--- config.mk ---
export PLATFORM = sky130hd
export DESIGN_NAME = id_ex_issue_stage
export DESIGN_NICKNAME = d
export VERILOG_FILES = /design/src/rtl/id_ex_issue_stage.sv
export SDC_FILE = /design/constraint.sdc
export NUM_CORES = 1
export LEC_CHECK = 0
export ABC_AREA = 1
export CAP_MARGIN = 20
export CELL_PAD_IN_SITES_DETAIL_PLACEMENT = 0
export CELL_PAD_IN_SITES_GLOBAL_PLACEMENT = 2
export CORE_MARGIN = 5
export CORE_UTILIZATION = 23
export DETAILED_ROUTE_END_ITERATION = 6
export HOLD_SLACK_MARGIN = 0.03
export PLACE_DENSITY_LB_ADDON = 0.12
export SLEW_MARGIN = 5
export SYNTH_ARGS = -nofsm -noshare
export SYNTH_HDL_FRONTEND = slang
export SYNTH_SLANG_ARGS = --single-unit
--- constraint.sdc ---
create_clock -name clk -period 8.2 [get_ports clk]
set_input_delay 2.46 -clock clk [delete_from_list [all_inputs] [get_ports clk]]
set_output_delay 2.46 -clock clk [all_outputs]
set_load 0.01 [all_outputs]
--- src/rtl/id_ex_issue_stage.sv ---
// ---------------------------------------------------------------------------
// id_ex_issue_stage
// Decode/issue stage between IF/ID and execute. Decodes one RV32I instruction
// into ALU control, immediate and memory/writeback controls, and captures the
// result together with the PC and register operands into the ID/EX register.
//
// Handshake (both sides): a beat moves when valid & ready are high at the same
// rising edge. Upstream may present data with in_valid=1 at any time and must
// hold it until in_ready=1. out_valid/out_* stay constant until out_ready=1
// (stall). in_ready = !out_valid | out_ready, so a full register whose content
// is being consumed can accept a new beat in the same cycle. A flush kills the
// held instruction and drops whatever is on the input that cycle.
// ---------------------------------------------------------------------------
module id_ex_issue_stage #(
    parameter int              XLEN   = 32,
    parameter logic [XLEN-1:0] RST_PC = '0
) (
    input  logic            clk,
    input  logic            rst,

    // upstream (IF/ID) side
    input  logic            in_valid,
    output logic            in_ready,
    input  logic [31:0]     instr,
    input  logic [XLEN-1:0] pc_in,
    input  logic [XLEN-1:0] rs1_data,
    input  logic [XLEN-1:0] rs2_data,

    // branch redirect
    input  logic            flush,

    // downstream (execute) side
    input  logic            out_ready,
    output logic            out_valid,
    output logic [1:0]      ALUop,
    output logic            alusrc,
    output logic [2:0]      funct3,
    output logic            funct7_30,
    output logic [XLEN-1:0] imm,
    output logic [XLEN-1:0] pc,
    output logic [XLEN-1:0] rd1,
    output logic [XLEN-1:0] rd2,
    output logic [4:0]      rd_addr,
    output logic            regwrite,
    output logic            memread,
    output logic            memwrite,
    output logic            memtoreg,
    output logic            branch,
    output logic            illegal
);

    // -----------------------------------------------------------------------
    // Opcodes handled by this stage
    // -----------------------------------------------------------------------
    localparam logic [6:0] OP_R      = 7'b0110011;
    localparam logic [6:0] OP_I_ALU  = 7'b0010011;
    localparam logic [6:0] OP_LOAD   = 7'b0000011;
    localparam logic [6:0] OP_STORE  = 7'b0100011;
    localparam logic [6:0] OP_BRANCH = 7'b1100011;

    localparam logic [1:0] ALUOP_ADD  = 2'b00;
    localparam logic [1:0] ALUOP_SUB  = 2'b01;
    localparam logic [1:0] ALUOP_RTYP = 2'b10;
    localparam logic [1:0] ALUOP_ITYP = 2'b11;

    // shift-right funct3 (SRLI/SRAI use instr[30] to pick logical/arith)
    localparam logic [2:0] F3_SR = 3'b101;

    // Decoded control bundle, produced combinationally from instr
    typedef struct packed {
        logic [1:0] alu_op;
        logic       alu_src;
        logic       f7_30;
        logic       reg_wr;
        logic       mem_rd;
        logic       mem_wr;
        logic       mem_to_reg;
        logic       is_branch;
        logic       is_illegal;
    } ctrl_t;

    localparam ctrl_t CTRL_ZERO = '0;

    // -----------------------------------------------------------------------
    // Instruction fields
    // -----------------------------------------------------------------------
    logic [6:0]      opcode;
    logic [2:0]      f3;
    logic [4:0]      rd_f;
    logic [XLEN-1:0] imm_i;
    logic [XLEN-1:0] imm_s;
    logic [XLEN-1:0] imm_b;

    assign opcode = instr[6:0];
    assign f3     = instr[14:12];
    assign rd_f   = instr[11:7];

    // rs1/rs2 indices are consumed by the register file, not by this stage
    logic unused_rs1_idx;
    assign unused_rs1_idx = ^instr[19:15];

    // Sign-extended immediates for every format the stage supports
    assign imm_i = {{(XLEN-12){instr[31]}}, instr[31:20]};
    assign imm_s = {{(XLEN-12){instr[31]}}, instr[31:25], instr[11:7]};
    assign imm_b = {{(XLEN-12){instr[31]}}, instr[7], instr[30:25],
                    instr[11:8], 1'b0};

    // -----------------------------------------------------------------------
    // Decode
    // -----------------------------------------------------------------------
    ctrl_t           dec_ctrl;
    logic [XLEN-1:0] dec_imm;

    // Opcode decode to control bundle and immediate; unknown opcodes flag illegal
    always_comb begin
        dec_ctrl = CTRL_ZERO;
        dec_imm  = '0;
        unique case (opcode)
            OP_R: begin
                dec_ctrl.alu_op  = ALUOP_RTYP;
                dec_ctrl.alu_src = 1'b0;
                dec_ctrl.f7_30   = instr[30];
                dec_ctrl.reg_wr  = 1'b1;
            end
            OP_I_ALU: begin
                dec_ctrl.alu_op  = ALUOP_ITYP;
                dec_ctrl.alu_src = 1'b1;
                // only shifts look at bit 30, so ADDI with a negative
                // immediate never turns into a subtract
                dec_ctrl.f7_30   = (f3 == F3_SR) ? instr[30] : 1'b0;
                dec_ctrl.reg_wr  = 1'b1;
                dec_imm          = imm_i;
            end
            OP_LOAD: begin
                dec_ctrl.alu_op     = ALUOP_ADD;
                dec_ctrl.alu_src    = 1'b1;
                dec_ctrl.mem_rd     = 1'b1;
                dec_ctrl.mem_to_reg = 1'b1;
                dec_ctrl.reg_wr     = 1'b1;
                dec_imm             = imm_i;
            end
            OP_STORE: begin
                dec_ctrl.alu_op  = ALUOP_ADD;
                dec_ctrl.alu_src = 1'b1;
                dec_ctrl.mem_wr  = 1'b1;
                dec_imm          = imm_s;
            end
            OP_BRANCH: begin
                dec_ctrl.alu_op    = ALUOP_SUB;
                dec_ctrl.alu_src   = 1'b0;
                dec_ctrl.is_branch = 1'b1;
                dec_imm            = imm_b;
            end
            default: begin
                dec_ctrl.is_illegal = 1'b1;
            end
        endcase
        // writes to x0 are architecturally discarded; suppress them here
        if (rd_f == 5'd0) begin
            dec_ctrl.reg_wr = 1'b0;
        end
    end

    // -----------------------------------------------------------------------
    // Handshake
    // -----------------------------------------------------------------------
    logic in_xfer;
    logic out_xfer;
    logic load_en;

    assign in_ready = !out_valid || out_ready;
    assign in_xfer  = in_valid && in_ready;
    assign out_xfer = out_valid && out_ready;
    assign load_en  = in_xfer && !flush;

    // Valid bit: flush wins, then a new beat, then drain; otherwise hold
    always_ff @(posedge clk or posedge rst) begin
        if (rst) begin
            out_valid <= 1'b0;
        end else if (flush) begin
            out_valid <= 1'b0;
        end else if (in_xfer) begin
            out_valid <= 1'b1;
        end else if (out_xfer) begin
            out_valid <= 1'b0;
        end
    end

    // -----------------------------------------------------------------------
    // ID/EX payload register
    // -----------------------------------------------------------------------
    ctrl_t ctrl_q;

    // Payload only changes on an accepted, non-flushed beat; stalls hold it
    always_ff @(posedge clk or posedge rst) begin
        if (rst) begin
            ctrl_q  <= CTRL_ZERO;
            funct3  <= 3'b000;
            imm     <= '0;
            pc      <= RST_PC;
            rd1     <= '0;
            rd2     <= '0;
            rd_addr <= 5'd0;
        end else if (load_en) begin
            ctrl_q  <= dec_ctrl;
            funct3  <= f3;
            imm     <= dec_imm;
            pc      <= pc_in;
            rd1     <= rs1_data;
            rd2     <= rs2_data;
            rd_addr <= rd_f;
        end
    end

    assign ALUop     = ctrl_q.alu_op;
    assign alusrc    = ctrl_q.alu_src;
    assign funct7_30 = ctrl_q.f7_30;
    assign regwrite  = ctrl_q.reg_wr;
    assign memread   = ctrl_q.mem_rd;
    assign memwrite  = ctrl_q.mem_wr;
    assign memtoreg  = ctrl_q.mem_to_reg;
    assign branch    = ctrl_q.is_branch;
    assign illegal   = ctrl_q.is_illegal;

endmodule
==> impl_metrics.env <==
export IMPL_worst_slew_pin_slew_ns=0.839
export IMPL_relSlewSlack_pct=43.9
export IMPL_crit_required_ns=5.74
export IMPL_yosysSeqAreaShare_pct=60.8
export IMPL_slowest_delay_ns=0.49
export IMPL_rr_worst_depth=8
export IMPL_fmax_mhz=163
export IMPL_r2r_slack_ns=5.77
export IMPL_cts_sinks=127
export IMPL_critPathCaptureType="primary output"
export IMPL_ys_warn_count=0
export IMPL_n_fill_cell=2332
export IMPL_post_route_period_util_pct=74.8
export IMPL_post_route_util_pct=38.5
export IMPL_crit_top_cell="clkdlybuf4s50_1"
export IMPL_cp_endpoint="in_ready"
export IMPL_core_mm2=0.0225
export IMPL_multi_input_comb_area_mm2=0.00163
export IMPL_p_leak_nw=4.20
export IMPL_cts_setup_buffers=0
export IMPL_register_area_mm2=0.00318
export IMPL_rows=55
export IMPL_syn_mean_instance_area_um2=8.52
export IMPL_hold_class="reg2reg"
export IMPL_syn_nets=746
export IMPL_cts_resized=0
export IMPL_antenna_cells=0
export IMPL_crit_start="out_ready"
export IMPL_start_util_pct=23.2
export IMPL_yosys_area_top_type="dfrtp_1"
export IMPL_cts_tree="done"
export IMPL_path_buf_inv=3
export IMPL_clockBufferDepth=2
export IMPL_netlist_top_cells_area="dfrtp_1, nand2_1, buf_4"
export IMPL_clock_latency_ns=0.40
export IMPL_ioPinCount=281
export IMPL_max_cap_viol_count=0
export IMPL_dr_pass1_iters=4
export IMPL_p_total_mw=1.94
export IMPL_hold_path_depth=2
export IMPL_vias_per_cell=3.98
export IMPL_syn_to_final_growth_pct=65.9
export IMPL_critPathKind="in2out"
export IMPL_rr_endpoint="ALUop[0]"
export IMPL_detail_route_antenna_nets=0
export IMPL_path_cells="clkdlybuf4s50_1 > nor2_1 > inv_1 > clkdlybuf4s50_1"
export IMPL_drive_gt1_share_pct=4.56
export IMPL_grt_max_degree=80
export IMPL_die_w_um=161
export IMPL_maxSlewViolCount=0
export IMPL_antenna_found_initial=0
export IMPL_ys_seq_elements=127
export IMPL_finalInstanceArea_mm2=0.00867
export IMPL_power_per_cell_area_mw_per_mm2=224
export IMPL_drc=0
export IMPL_placed_cell_area_mm2=0.00802
export IMPL_ir_drop_v=0.000117
export IMPL_cts_buffers=17
export IMPL_status="completed"
export IMPL_fin_worst_skew_ns=0.00611
export IMPL_setup_viol=0
export IMPL_final_cells=1162
export IMPL_die_h_um=161
export IMPL_cts_root_buf="clkbuf_16"
export IMPL_clk_pin_slew_ns=0.06
export IMPL_reg2reg_from="out_valid"
export IMPL_min_period_ns=6.13
export IMPL_setup_tns_ns=0
export IMPL_dieArea_mm2=0.0258
export IMPL_grt_pass1_vias=4787
export IMPL_dp_hpwl_um=12500
export IMPL_critPathSlowestCell="clkdlybuf4s50_1"
export IMPL_crit_arrival_ns=3.67
export IMPL_yosysTopAreaCellShare_pct=60.8
export IMPL_synth_cell_type_count=15
export IMPL_wl_per_cell_um=15.1
export IMPL_syn_inst=613
export IMPL_ctsHoldBuffers=0
export IMPL_start_kind="primary input"
export IMPL_grt_pass1_wl_um=27400
export IMPL_final_nets=997
export IMPL_wl_um=17500
export IMPL_syn_area_mm2=0.00523
export IMPL_path_delay_family="buffers and inverters"
export IMPL_grt_setup_unrepaired="no"
export IMPL_port_buffers=275
export IMPL_placed_cells=1129
export IMPL_overflow=0
export IMPL_track_usage_pct=13.4
export IMPL_place_gp_congestion=0.739
export IMPL_vias=4630
export IMPL_h_tree_depth=4
export IMPL_drt_iter0_drc=298
export IMPL_worst_path_stages=4
export IMPL_cp_max_fo=2
export IMPL_final_hold_viol_count=0
## final cells by class
type / instances / area share [%]
sequential: 127 / 36.7
timing repair buffer: 280 / 32.4
multi-input combinational: 420 / 18.8
clock buffer: 18 / 5.06
tap: 285 / 4.11
clock inverter: 14 / 2.08
inverter: 18 / 0.837
## placed cells by master (no fill, tap or decap)
cell	n
inv_1	16
clkinv_4	4
buf_16	1
inv_4	2
clkdlybuf4s50_1	275
nand3b_1	1
clkinv_2	1
inv_6	4
a21oi_1	1
bufinv_16	3
nor2_1	15
o21a_1	1
buf_4	4
clkbuf_8	1
nand2_1	372
dfrtp_1	127
clkinvlp_4	2
clkbuf_16	17
o21ai_0	10
nand3_1	19
nor3_4	1
## cell usage after synthesis
cell type	count
a21oi_1	1
buf_2	14
buf_4	21
buf_6	10
clkbuf_1	3
dfrtp_1	127
inv_1	17
inv_2	1
nand2_1	372
nand3_1	19
nand3b_1	1
nor2_1	15
nor3_2	1
o21a_1	1
o21ai_0	10
## power by group
group          leakage, nW  total, mW  internal [mW]  switching [mW]
sequential            1.60      0.749          0.707          0.0425
clock                0.298      0.792          0.492           0.300
combinational         2.30      0.401          0.226           0.175
## registers in the layout, summed over array words and instances (netlist names)
register / count
memtoreg: 1
pc: 32
branch: 1
alusrc: 1
funct7_30: 1
illegal: 1
funct3: 3
rd2: 32
rd_addr: 5
memwrite: 1
ALUop: 2
regwrite: 1
rd1: 32
imm: 13
out_valid: 1
## per-stage QoR
stage / hold slack [ns] / worst slack [ns]
after floorplan: 0.509 / 2.36
after global placement: 0.453 / 2.06
after detailed placement: 0.458 / 2.08
after CTS: 0.472 / 2.07
after global routing: 0.484 / 1.99
final: 0.467 / 2.07
## layer usage
layer	global-route usage (%)	routed length (um)	share of wire (%)	vias up
met5	0	0	0	-
met4	4.30	269	1.5	0
met3	5.18	1480	8.4	17
met2	20.7	7960	46	161
met1	17.3	7780	44	2123
li1	-	-	-	2329
## kinds of logic (layout without fill, tap and decap cells)
| family | after synthesis | after routing | share of synthesized area [%] |
|---|---|---|---|
| AOI/OAI and AO/OA | 12 | 12 | 1.20 |
| DFF | 127 | 127 | 60.8 |
| buffers and inverters | 66 | 330 | 8.02 |
| and+or+nand+nor | 408 | 408 | 30.0 |
## how the worst min path moves through the flow
| stage | from | endpoint | slack (ns) |
|---|---|---|---|
| final | funct3[0] | funct3[0] | 0.47 |
| after global routing | rd2[1] | rd2[1] | 0.48 |
| after CTS | funct3[0] | funct3[0] | 0.47 |
| after detailed placement | funct3[0] | funct3[0] | 0.46 |
| after global placement | rd2[8] | rd2[8] | 0.45 |
| after floorplan | funct3[0] | funct3[0] | 0.51 |
## worst register-to-register path: cells and delay by family (launching register included)
kind | cells | cell delay [ns]
and+or+nand+nor | 5 | 0.61
DFF | 1 | 0.39
buffers and inverters | 3 | 1.32
No activity file was read; power rests on OpenSTA's default activity.
